--- config.mk ---
export PLATFORM = sky130hd
export DESIGN_NAME = reduce_pipe
export DESIGN_NICKNAME = d
export VERILOG_FILES = /design/src/rtl/reduce_pkg.sv /design/src/rtl/reduce_stage.sv /design/src/rtl/reduce_pipe.sv
export SDC_FILE = /design/constraint.sdc
export NUM_CORES = 1
export LEC_CHECK = 0
export CAP_MARGIN = 25
export CORE_AREA = 2 2 57 59
export DETAILED_ROUTE_END_ITERATION = 7
export DIE_AREA = 0 0 59 61
export PLACE_DENSITY_LB_ADDON = 0.08
export REMOVE_ABC_BUFFERS = 1
export SYNTH_ARGS = -nofsm -noshare
export SYNTH_HDL_FRONTEND = slang
export SYNTH_SLANG_ARGS = --single-unit
--- constraint.sdc ---
create_clock -name clk -period 4.25 [get_ports clk]
set_clock_uncertainty 0.1 [all_clocks]
set_input_delay 1.0625 -clock clk [delete_from_list [all_inputs] [get_ports clk]]
set_output_delay 1.0625 -clock clk [all_outputs]
set_load 0.02 [all_outputs]
--- src/rtl/reduce_pkg.sv ---
`default_nettype none
// ============================================================================
//  Module      : reduce_pkg
//  Description : Op encodings, identity bit and lane-geometry helpers shared
//                by the reduction pipeline.
//  Revision    : 1.0 - initial release
// ============================================================================
package reduce_pkg;

   typedef logic [1:0] op_t;

   localparam op_t OP_AND  = 2'b00;
   localparam op_t OP_OR   = 2'b01;
   localparam op_t OP_XOR  = 2'b10;
   localparam op_t OP_NAND = 2'b11;

   // NAND reduces as AND inside the tree, so it shares AND's identity.
   function automatic logic identity_bit(input op_t op);
      return (op == OP_AND) || (op == OP_NAND);
   endfunction

   // Number of lanes entering stage k (k = 0 is the raw input).
   function automatic int lanes_at(input int width, input int chunk, input int k);
      int lanes;
      lanes = width;
      for (int i = 0; i < k; i++) begin
         lanes = (lanes + chunk - 1) / chunk;
      end
      return lanes;
   endfunction

   // Stages needed to collapse width lanes to one: ceil(log_chunk(width)).
   function automatic int calc_lat(input int width, input int chunk);
      int lanes;
      int lat;
      lanes = width;
      lat   = 0;
      while (lanes > 1) begin
         lanes = (lanes + chunk - 1) / chunk;
         lat   = lat + 1;
      end
      return lat;
   endfunction

   // Bit offset of stage k's lanes within the flattened inter-stage bus.
   function automatic int lane_offset(input int width, input int chunk, input int k);
      int off;
      off = 0;
      for (int i = 0; i < k; i++) begin
         off = off + lanes_at(width, chunk, i);
      end
      return off;
   endfunction

endpackage
`default_nettype wire

--- src/rtl/reduce_stage.sv ---
`default_nettype none
// ============================================================================
//  Module      : reduce_stage
//  Description : One reduction stage: folds groups of CHUNK lanes into one
//                registered lane each, carrying op and valid alongside.
//  Revision    : 1.0 - initial release
// ============================================================================
module reduce_stage
   import reduce_pkg::*;
#(
   parameter  int IN_LANES  = 8,
   parameter  int CHUNK     = 4,
   localparam int OUT_LANES = (IN_LANES + CHUNK - 1) / CHUNK
) (
   input  logic                 clk,
   input  logic                 rst_n,
   input  logic                 i_en,
   input  logic                 i_valid,
   input  logic [IN_LANES-1:0]  i_lanes,
   input  op_t                  i_op,
   output logic                 o_valid,
   output logic [OUT_LANES-1:0] o_lanes,
   output op_t                  o_op
);

   localparam int PAD_W = OUT_LANES * CHUNK;

   logic [PAD_W-1:0]     w_padded;
   logic [OUT_LANES-1:0] w_red;

   logic                 r_valid;
   logic [OUT_LANES-1:0] r_lanes;
   op_t                  r_op;

   // Lanes past IN_LANES take the identity so a partial group is unaffected.
   always_comb begin
      w_padded                 = {PAD_W{identity_bit(i_op)}};
      w_padded[IN_LANES-1:0]   = i_lanes;
   end

   for (genvar j = 0; j < OUT_LANES; j++) begin : g_lane
      logic [CHUNK-1:0] w_grp;
      assign w_grp    = w_padded[j*CHUNK +: CHUNK];
      assign w_red[j] = (i_op == OP_OR)  ? (|w_grp) :
                        (i_op == OP_XOR) ? (^w_grp) :
                                           (&w_grp);
   end

   always_ff @(posedge clk or negedge rst_n) begin
      if (!rst_n) begin
         r_valid <= 1'b0;
         r_lanes <= '0;
         r_op    <= OP_AND;
      end else if (i_en) begin
         r_valid <= i_valid;
         if (i_valid) begin
            r_lanes <= w_red;
            r_op    <= i_op;
         end
      end
   end

   assign o_valid = r_valid;
   assign o_lanes = r_lanes;
   assign o_op    = r_op;

endmodule
`default_nettype wire

--- src/rtl/reduce_pipe.sv ---
`default_nettype none
// ============================================================================
//  Module      : reduce_pipe
//  Description : Pipelined AND/OR/XOR/NAND bit reduction with valid/ready
//                flow control and a completed-result counter.
//  Revision    : 1.0 - initial release
// ============================================================================
module reduce_pipe
   import reduce_pkg::*;
#(
   parameter int WIDTH = 8,
   parameter int CHUNK = 4,
   parameter int CNT_W = 16
) (
   input  logic             clk,
   input  logic             global_reset_n,
   input  logic             in_valid,
   output logic             in_ready,
   input  logic [WIDTH-1:0] in_data,
   input  logic [1:0]       in_op,
   output logic             out_valid,
   input  logic             out_ready,
   output logic             out_bit,
   output logic [1:0]       out_op,
   input  logic             cnt_clr,
   output logic [CNT_W-1:0] result_cnt
);

   localparam int LAT   = calc_lat(WIDTH, CHUNK);
   localparam int BUS_W = lane_offset(WIDTH, CHUNK, LAT + 1);

   // All stage lanes live in one flat bus; stage k reads its slice and
   // writes the next, ending in a single lane at the top bit.
   logic [BUS_W-1:0]     w_bus;
   logic [LAT:0]         w_valid;
   logic [LAT:0][1:0]    w_op;
   logic                 w_stall;
   logic                 w_handshake;
   logic [CNT_W-1:0]     r_cnt;

   assign w_bus[WIDTH-1:0] = in_data;
   assign w_valid[0]       = in_valid;
   assign w_op[0]          = in_op;

   for (genvar k = 0; k < LAT; k++) begin : g_stage
      localparam int IN_L    = lanes_at(WIDTH, CHUNK, k);
      localparam int OUT_L   = lanes_at(WIDTH, CHUNK, k + 1);
      localparam int IN_OFF  = lane_offset(WIDTH, CHUNK, k);
      localparam int OUT_OFF = lane_offset(WIDTH, CHUNK, k + 1);

      reduce_stage #(
         .IN_LANES (IN_L),
         .CHUNK    (CHUNK)
      ) u_stage (
         .clk     (clk),
         .rst_n   (global_reset_n),
         .i_en    (in_ready),
         .i_valid (w_valid[k]),
         .i_lanes (w_bus[IN_OFF +: IN_L]),
         .i_op    (w_op[k]),
         .o_valid (w_valid[k+1]),
         .o_lanes (w_bus[OUT_OFF +: OUT_L]),
         .o_op    (w_op[k+1])
      );
   end

   assign out_valid   = w_valid[LAT];
   assign out_op      = w_op[LAT];
   assign out_bit     = w_bus[BUS_W-1] ^ (w_op[LAT] == OP_NAND);

   assign w_stall     = out_valid & ~out_ready;
   assign in_ready    = ~w_stall;
   assign w_handshake = out_valid & out_ready;

   always_ff @(posedge clk or negedge global_reset_n) begin
      if (!global_reset_n) begin
         r_cnt <= '0;
      end else if (cnt_clr) begin
         r_cnt <= '0;
      end else if (w_handshake) begin
         r_cnt <= r_cnt + CNT_W'(1);
      end
   end

   assign result_cnt = r_cnt;

endmodule
`default_nettype wire

# Word-level counts from Yosys, hierarchy flattened
# Cells that the tools add are included.
[op_classes]
n_addsub = 1
eq_ne = 6
n_mux = 8
bitwise_logic = 5
n_reduce_logical = 14
[op_table]
columns = ["cell", "n"]
rows = [
  ["2-to-1 mux 16 bit", 2],
  ["adder 16 x 1 -> 16 bit, second input constant", 1],
  ["parity 4 bit", 3],
  ["equality test 2 bit, second input constant", 4],
  ["AND reduction 4 bit", 2],
  ["OR reduction 4 bit", 2],
  ["2-to-1 mux 1 bit", 6],
  ["equality test 2 x 1 -> 1 bit, second input constant", 2],
  ["AND reduction 2 bit", 2],
  ["AND reduction 3 bit", 1],
  ["OR reduction 3 bit", 1],
  ["bitwise AND 1 bit", 2],
  ["logical NOT 2 bit", 1],
  ["NOT 1 bit", 2],
  ["nonzero test 2 bit", 1],
  ["logical OR 1 bit", 1],
  ["bitwise XOR 1 bit", 1],
]
[word_totals]
ff_bits = 25

# Logic depth before layout (Yosys ltp)
[depth]
word_depth = 5
depth_mapped = 6
mapped_depth_nobuf = 6

# Hierarchy
# From an unflattened synthesis, not the netlist that was laid out.
[unflattened]
hier_cells = 151
hier_area_um2 = 1431.4
[modules_own_cells]
columns = ["module", "n_inst", "cells_each", "area_per_inst_um2", "seq_area_each_um2"]
rows = [
  ["reduce_pipe", 1, 86, 817.0, 400.4],
  ["reduce_stage at g_stage[0].u_stage", 1, 40, 382.9, 125.1],
  ["reduce_stage at g_stage[1].u_stage", 1, 25, 231.5, 100.1],
]

# Worst setup path after synthesis
# No wires, ideal clock.
[synth_timing]
path_kind = "input port to output port"
startpoint = "input port out_ready"
endpoint = "output port in_ready"
t_arrival_ps = 1321
setup_slack_ps = 1766
cell_stages = 1
n_path_buf = 0
path_cell_list = "nand2b_1"
[synth_via]
elab_chain_cells = 3
[synth_lines]
columns = ["item", "line_no", "source"]
rows = [
  ["from (decl)", "reduce_pipe.sv:22", "input logic out_ready,"],
  ["NOT 1 bit", "reduce_pipe.sv:71", "assign w_stall = out_valid & ~out_ready;"],
  ["bitwise AND 1 bit", "reduce_pipe.sv:71", ""],
  ["NOT 1 bit (no line)", "n/a", ""],
  ["to (decl)", "reduce_pipe.sv:18", "output logic in_ready,"],
]
# No other way between the ends.

# Final worst setup path
# Ends and elaborated chain as after synthesis.

==> flow_metrics.py <==
metrics = {
    "outcome": {
        "status": "finished clean",
    },
    "synth": {
        "ys_seq_elements": 25,
        "yosysTopAreaCell": "dfrtp_1",
        "postSynthCellCount": 156,
        "synth-warning-count": 0,
        "yosys-top-cells-area": "dfrtp_1 43%, ha_1 11%, xnor2_1 6.0%",
        "yosys.area.top_type_share_pct": 43.1,
        "synthesis.area_um2": 1450,
        "synth.avg_cell_area_um2": 9.31,
        "ys_seq_area_share_pct": 43.1,
        "synthDistinctLibCells": 31,
    },
    "clock_tree": {
        "tritoncts": "built",
        "clock_latency_ns": 0.33,
        "ctsHoldBuffers": 0,
        "ctsRootBufferMaster": "clkbuf_4",
        "clk_path_buf_depth": 2,
        "cts_resized": 0,
        "cts_htree_levels": 1,
        "clkSinkCount": 25,
        "cts_buffers": 3,
        "clk_pin_slew_ns": 0.14,
        "postCtsSetupRepairBufs": 0,
    },
    "die": {
        "die_area_um2": 3600,
        "fp.dieH_um": 61,
        "pin_count": 36,
        "rows": 20,
        "fp.coreArea_um2": 2950,
        "fp.dieW_um": 59,
        "start_util_pct": 49.2,
    },
    "critical_path": {
        "start_kind": "input port",
        "crit_arrival_ns": 2.50,
        "cp_max_fo": 6,
        "crit_type": "input port to output pin",
        "endpoint_kind": "output pin",
        "worstReg2RegStart": "result_cnt[7]",
        "r2r_cells": 4,
        "reg2reg_to": "result_cnt[15]",
        "startpoint": "out_ready",
        "critPathRequiredTime_ns": 3.09,
        "r2r_setup_slack_ns": 2.34,
    },
    "route": {
        "avgRoutedWirePerCell_um": 12.7,
        "routed_wl_mm": 2.86,
        "drtIter0Drc": 51,
        "postRouteAntennaNets": 0,
        "drt_drc_violations_left": 0,
        "vias_per_cell": 5.35,
        "first_pass_iters": 5,
        "vias": 1210,
    },
    "sta": {
        "timing.final.crit_share_pct": 86.2,
        "worst_slew_pin_slew_ns": 0.691,
        "min_period_ns": 3.66,
        "setup-tns-final_ns": 0,
        "slew_violations": 0,
        "hold_slack_ns": 0.398,
        "setup_viol": 0,
        "hold_viol_final": 0,
        "maxSlewHeadroom_pct": 53.8,
        "rsz0062_at_grt": "false",
        "fmax_mhz": 273,
    },
    "grt": {
        "grt.total_usage_pct": 18.3,
        "grt-ovfl-total": 0,
        "grt_pass1_vias": 1154,
        "grt_max_degree": 20,
        "grt_first_pass_wirelength_mm": 4.97,
        "antenna_found_initial": 0,
    },
    "pwr": {
        "p_seq_share_pct": 51.3,
        "ir_drop_mv": 0.128,
        "intPower_uw": 372,
        "power_switching_uw": 171,
        "comb_power_share_pct": 28.4,
        "netSwitchingFraction_pct": 31.5,
        "p_per_area_nw_per_um2": 288,
        "pwr-share-clk_pct": 20.3,
        "leakage_nw": 0.840,
    },
    "layout": {
        "diodes": 0,
        "final_util_pct": 63.9,
        "final_layout_size_suffix_gt1_share_pct": 5.70,
        "finalNetCount": 222,
        "fin_area_um2": 1890,
        "area.growth.synth_to_final_pct": 29.9,
        "stdcell_count": 226,
    },
    "placement": {
        "place.gp.congestion": 0.763,
        "hpwl_mm": 2.25,
        "dp_cells": 222,
        "port_buffers": 35,
        "postPlaceCellArea_um2": 1860,
    },
    "hold_path": {
        "holdPathEnd": "g_stage[1].u_stage.o_valid",
        "hold_depth": 2,
        "worstHoldPathType": "register to register",
        "min_from": "g_stage[0].u_stage.o_valid",
    },
    "flow_run": {
        "cap_violations": 0,
    },
}
## logic make-up after synthesis
kind of cell / after synthesis / synth area share, %
AND/OR/NAND/NOR: 62 / 21.4
XOR/XNOR: 14 / 8.44
multiplexers: 5 / 3.79
AO/OA/AOI/OAI: 18 / 7.06
adder cells (fa/ha/maj): 13 / 11.2
buffers and inverters: 19 / 5.00
flip-flops: 25 / 43.1
## cell usage after synthesis
cell	n
a211oi_1	1
a21o_1	1
a21oi_1	7
a311oi_1	1
and4b_1	1
buf_1	1
buf_2	1
clkbuf_1	1
dfrtp_1	25
ha_1	13
inv_1	16
mux2_2	4
mux2i_1	1
nand2_1	18
nand2b_1	1
nand3_1	8
nand3b_1	1
nand4_1	4
nand4_2	1
nor2_1	14
nor2b_1	3
nor3_1	4
nor3b_1	1
nor4_1	2
o21ai_0	7
o41ai_1	1
or3_1	2
or4_1	1
or4_4	1
xnor2_1	10
xor2_1	4
## worst max path at each step
stage,to,cells past startpoint,slack [ns]
floorplan,in_ready,1,1.77
global placement,in_ready,3,0.64
detailed placement,in_ready,3,0.63
CTS,in_ready,3,0.61
global route,in_ready,3,0.54
finish,in_ready,3,0.59
## power groups by stage
stage               Combinational, mW  Clock [mW]  Sequential, mW
global placement                0.148           0           0.283
detailed placement              0.156           0           0.284
floorplan                      0.0706           0           0.292
CTS                             0.157       0.116           0.279
global route                    0.172       0.122           0.283
finish                          0.154       0.110           0.279
## through the flow
| stage | total power [mW] | setup slack, ns |
|---|---|---|
| after floorplan | 0.363 | 1.77 |
| after global placement | 0.431 | 0.641 |
| after global routing | 0.577 | 0.536 |
| after CTS | 0.552 | 0.613 |
| final | 0.543 | 0.586 |
| after detailed placement | 0.440 | 0.626 |
## sequential cells by signal, summed over array words and instances, names as in the netlist
name / flops
result_cnt: 16
g_stage.u_stage.o_lanes: 3
g_stage.u_stage.o_op: 4
g_stage.u_stage.o_valid: 2
## critical path, cell delays in order
cell and delay, ns:
clkdlybuf4s50_1 0.57, nand2b_1 0.23, clkdlybuf4s50_1 0.64
## cell type report
type | instances | area, um2
clock inverters | 1 | 5.00
repair buffers | 36 | 378
fillers | 276 | 1070
multi-input cells | 112 | 754
well taps | 33 | 41.3
flip-flops and latches | 25 | 626
inverters | 16 | 60.1
clock buffers | 3 | 22.5
## layer usage
metal	track usage, %	wire (um)	vias to the layer above
li1	-	-	601
met3	1.92	114	5
met2	32.2	1460	39
met5	0	0	-
met4	8.77	62	0
met1	22.6	1220	565
## cell usage in the layout, fill, tap and decap left out, drive strengths merged
cell / synthesis / final
clkdlybuf4s50: 0 / 35
dfrtp: 25 / 25
nand2: 18 / 18
inv: 16 / 16
nor2: 14 / 14
ha: 13 / 13
xnor2: 10 / 10
nand3: 8 / 8
a21oi: 7 / 7
o21ai: 7 / 7
nand4: 5 / 5
xor2: 4 / 4
mux2: 4 / 4
nor3: 4 / 4
nor2b: 3 / 3
clkbuf: 1 / 3
nor4: 2 / 2
or3: 2 / 2
or4: 2 / 2
nand2b: 1 / 1
and4b: 1 / 1
nor3b: 1 / 1
o41ai: 1 / 1
nand3b: 1 / 1
a211oi: 1 / 1
a311oi: 1 / 1
a21o: 1 / 1
mux2i: 1 / 1
clkinv: 0 / 1
buf: 2 / 1
No activity file was read; power rests on OpenSTA's default activity.
